## src/rtl/down_counter_ctrl.sv

```systemverilog
// down_counter_ctrl: loadable down-counter with a start/busy/done handshake.
// A controller loads a budget with start_i, the block counts it down on en_i,
// and done_o pulses for one cycle at terminal count. clr_i aborts at any time.
//
// Build option CNT_AUTO_RELOAD_EN: when defined, terminal count reloads the
// captured load value and the block stays in RUN. This makes it a periodic
// tick generator that only clr_i or reset returns to IDLE. When the macro is
// undefined the block is one-shot and has no reload register.
module down_counter_ctrl #(
    parameter int CNT_WIDTH = 4
) (
    input  logic                 clk_i,
    input  logic                 rst_n_i,
    input  logic                 start_i,
    input  logic [CNT_WIDTH-1:0] load_val_i,
    input  logic                 en_i,
    input  logic                 clr_i,
    output logic [CNT_WIDTH-1:0] cnt_ff,
    output logic                 busy_o,
    output logic                 done_o
);

    typedef enum logic {
        IDLE = 1'b0,
        RUN  = 1'b1
    } state_t;

    localparam logic [CNT_WIDTH-1:0] CNT_ZERO = '0;
    localparam logic [CNT_WIDTH-1:0] CNT_ONE  = CNT_WIDTH'(1);

    state_t state_reg;

`ifdef CNT_AUTO_RELOAD_EN
    logic [CNT_WIDTH-1:0] reload_reg;
`endif

    // While RUN, the count is at least 1. Treating a count of 0 as terminal
    // as well means a corrupted count cannot wrap around to the maximum.
    logic at_terminal;
    assign at_terminal = (cnt_ff <= CNT_ONE);

    // Control FSM. Count, busy and done are all registered alongside the
    // state. Priority on each edge is clr, then start (IDLE), then en (RUN).
    always_ff @(posedge clk_i or negedge rst_n_i) begin
        if (!rst_n_i) begin
            state_reg  <= IDLE;
            cnt_ff     <= CNT_ZERO;
            busy_o     <= 1'b0;
            done_o     <= 1'b0;
`ifdef CNT_AUTO_RELOAD_EN
            reload_reg <= CNT_ZERO;
`endif
        end else begin
            // done is a pulse: it is cleared every cycle unless set below.
            done_o <= 1'b0;

            if (clr_i) begin
                // Abort wins over everything. A terminal count on the
                // same edge is discarded, so done stays low.
                state_reg <= IDLE;
                cnt_ff    <= CNT_ZERO;
                busy_o    <= 1'b0;
            end else begin
                case (state_reg)
                    IDLE: begin
                        if (start_i) begin
                            if (load_val_i != CNT_ZERO) begin
                                cnt_ff     <= load_val_i;
`ifdef CNT_AUTO_RELOAD_EN
                                reload_reg <= load_val_i;
`endif
                                state_reg  <= RUN;
                                busy_o     <= 1'b1;
                            end else begin
                                // A zero-length job completes at once and
                                // never enters RUN.
                                cnt_ff <= CNT_ZERO;
                                done_o <= 1'b1;
                            end
                        end
                    end

                    RUN: begin
                        // start_i is ignored here. Nothing is queued.
                        if (en_i) begin
                            if (at_terminal) begin
                                done_o <= 1'b1;
`ifdef CNT_AUTO_RELOAD_EN
                                cnt_ff <= reload_reg;
`else
                                cnt_ff    <= CNT_ZERO;
                                state_reg <= IDLE;
                                busy_o    <= 1'b0;
`endif
                            end else begin
                                cnt_ff <= cnt_ff - CNT_ONE;
                            end
                        end
                    end

                    default: begin
                        state_reg <= IDLE;
                        cnt_ff    <= CNT_ZERO;
                        busy_o    <= 1'b0;
                    end
                endcase
            end
        end
    end

endmodule

```

## config.mk

```make
export PLATFORM = sky130hd
export DESIGN_NAME = down_counter_ctrl
export DESIGN_NICKNAME = d
export VERILOG_FILES = /design/src/rtl/down_counter_ctrl.sv
export SDC_FILE = /design/constraint.sdc
export NUM_CORES = 1
export LEC_CHECK = 0
export CORE_AREA = 4 4 41 43
export CTS_CLUSTER_DIAMETER = 30
export DETAILED_ROUTE_END_ITERATION = 10
export DIE_AREA = 0 0 45 47
export GPL_TIMING_DRIVEN = 0
export PLACE_DENSITY = 0.69
export SLEW_MARGIN = 20
export SYNTH_ARGS = -nofsm -noshare
export SYNTH_HDL_FRONTEND = slang
export SYNTH_SLANG_ARGS = --single-unit
export TNS_END_PERCENT = 50
```

## constraint.sdc

```tcl
create_clock -name clk_i -period 1.9 [get_ports clk_i]
set_input_delay 0.57 -clock clk_i [delete_from_list [all_inputs] [get_ports clk_i]]
set_output_delay 0.57 -clock clk_i [all_outputs]
set_load 0.005 [all_outputs]
```

==> results.toml <==
[outcome]
outcome = "finished, final reports clean"

[power_and_ir_drop]
p_switching_uw = 143
p_total_uw = 472
power_leakage_uw = 0.000290
switching_share = 0.303
intPower_uw = 329
peakVddDrop_mv = 0.259
pwr-share-clk = 0.265
p_comb_frac = 0.338
pwr-share-seq = 0.396
powerDensity_mw_per_mm2 = 654

[logic_synthesis]
syn_nets = 67
syn_inst = 56
synthArstFlopShare = 1.00
ys_ff_latch = 7
synth_top_area_share = 0.327
synthFlopType = "dfrtp_1"
ys_types = 32
synth_largest_area_cell = "dfrtp_1"
yosys-top-cells-count = "dfrtp_1, inv_1, a21oi_1, o311ai_0"
synth.avg_cell_area_sq_um = 9.56
synth-edff-count = 0
synth_sequential_area_ratio = 0.327
ys_top_cells_by_area = "dfrtp_1, o311ai_0, ha_1"
yosysMostFrequentCell = "dfrtp_1"
yosysWarnings = 0
syn_area_sq_um = 536

[clock_tree]
cts_buffers = 3
root_buffer = "clkbuf_4"
cts_setup_buffers = 0
cts_htree_levels = 1
clkSinkCount = 7
cts_tree = "yes"
clkTransAtPathRegs_ns = 0.05
clock_latency_ns = 0.24
clock_path_buffers = 2

[route]
ant_nets = 0
drt-pass1-iter-count = 4
vias = 508
drt_iter0_drc = 17
avgRoutedWirePerCell_microns = 13.8
drc = 0
wirelength_mm = 1.23
vias_per_cell = 5.71

[critical_path]
path_class = "flop to output port"
slowest_stage = "clkdlybuf4s50_1"
critPathBufInv = 1
slowest_delay_ns = 0.55
r2r_cells = 5
timing.rr.end = "busy_o"
cp-end-kind = "output port"
crit_path_cell_trace = "clkdlybuf4s50_1"
worstPathArrival_ns = 1.27
required_ns = 1.33
r2r_slack_ns = 0.40
startpoint = "cnt_ff[3]"
r2r-start = "cnt_ff[0]"
cp-start-kind = "flop"
path_max_fanout = 8
critical_path.top_delay_family = "buffers and inverters"

[floorplanning]
io-pin-count = 15
fp.dieH_microns = 47
die_area_sq_mm = 0.00212
rows = 13
coreArea_sq_mm = 0.00130
initial_core_util = 0.412
die_w_microns = 45

[sta]
setup_viol = 0
rsz0062_at_grt = "false"
tightest_slew_ns = 0.413
finalMaxSlewViolations = 0
final_hold_viol_count = 0
clock.fmax_ghz = 0.543
fin_setup_tns_ns = 0
period_needed_ns = 1.84
holdWs_ns = 0.575
slew_headroom = 0.721
skew_ns = 0.000470
period_share = 0.970

[global_routing]
grt_max_degree = 11
grt_use_total = 0.120
grt_antenna_before_repair = 0
grt_pass1_wl_mm = 1.88
grt_pass1_vias = 437
overflow = 0

[finish]
top_register = "cnt_ff"
antenna_cells = 0
fillers = 129
layout-drive-gt1-share = 0.216
nets = 86
instances_no_fill = 89
area_growth_syn_to_layout_pct = 34.8
largest_reg_flops = 4
fin_util = 0.555

[min_path]
worstHoldPathCells = 2
min_from = "busy_o"
hold_path_end = "busy_o"
hold_path_class = "flop to flop"

[run]
drv_cap = 0

[placed_design]
place_hpwl_microns = 965
gp_congestion = 0.895
place_inst = 85
numPortBuffers = 14
## per-stage QoR
step / instance area [sq um] / setup slack [ns]
finish: 722 / 0.0579
global route: 722 / 0.00424
CTS: 721 / 0.0194
detailed placement: 694 / 0.0106
global placement: 694 / 0.0167
floorplan: 536 / 0.521
## worst reg2reg max path, cell delays in order (launching register included)
cell and delay [ns]:
dfrtp_1 0.43, inv_1 0.10, ha_1 0.21, nor2_2 0.09, o311ai_0 0.38, o211ai_2 0.14
## kinds of logic (layout without fill, tap and decap cells)
logic type,Yosys count,count (layout),synth area share
fa+ha+maj,2,2,0.0467
buf+inv,9,27,0.0818
simple gates,20,20,0.259
compound gates,16,16,0.238
flops,7,7,0.327
mux,2,2,0.0467
## area by class of cell
type | instances | area, sq um | share of cell area
inverters | 7 | 27.5 | 0.0381
well taps | 15 | 18.8 | 0.0260
flip-flops and latches | 7 | 176 | 0.244
plain buffers | 2 | 16.3 | 0.0225
clock buffers | 4 | 26.3 | 0.0364
repair buffers | 14 | 140 | 0.194
multi-input cells | 40 | 317 | 0.438
## how the worst max path moves through the flow
stage	endpoint	slack [ns]	cells past startpoint
floorplan	busy_o	0.52	3
global placement	state_reg	0.02	4
detailed placement	state_reg	0.01	4
CTS	cnt_ff[2]	0.02	1
global route	cnt_ff[3]	0.004	1
finish	cnt_ff[3]	0.06	1
## per-layer routing
metal,routed length [microns],GRT usage,part of all wire,vias up
met5,0,0,0,-
met4,0,0.0526,0,0
met3,55,0,0.045,0
met2,599,0.184,0.49,11
met1,576,0.178,0.47,247
li1,-,-,-,250
## cells in the final DEF, fill, tap and decap left out
cell,n
a211o_1,1
a21oi_1,3
a2bb2oi_1,1
a31oi_1,2
a32oi_1,1
and2b_1,1
and4b_1,1
buf_2,1
buf_6,1
clkbuf_1,1
clkbuf_4,3
clkdlybuf4s50_1,14
clkinv_2,1
dfrtp_1,6
dfrtp_2,1
ha_1,2
inv_1,6
mux2_2,1
mux2i_2,1
nand2_1,2
nand2b_1,1
nand3_1,2
nand3_2,1
nand4b_1,1
nor2_1,2
nor2_2,1
nor2b_1,2
nor3_1,2
nor3b_2,2
nor4_1,1
o211ai_2,1
o21ai_1,2
o311ai_0,3
o32ai_2,1
o41ai_1,1
or4_4,1
## repair_timing
item,4_1_cts,5_1_grt
hold buffers,0,0
gates resized for setup,0,1
setup endpoints to repair,0,1
## power by group through the flow
stage	Clock (uW)	Sequential [uW]	Combinational, uW
floorplan	0	185	89.0
global placement	0	189	157
detailed placement	0	189	159
CTS	128	187	160
global route	135	189	175
finish	125	187	160
Note: power is estimated with default switching activity, not from simulation.
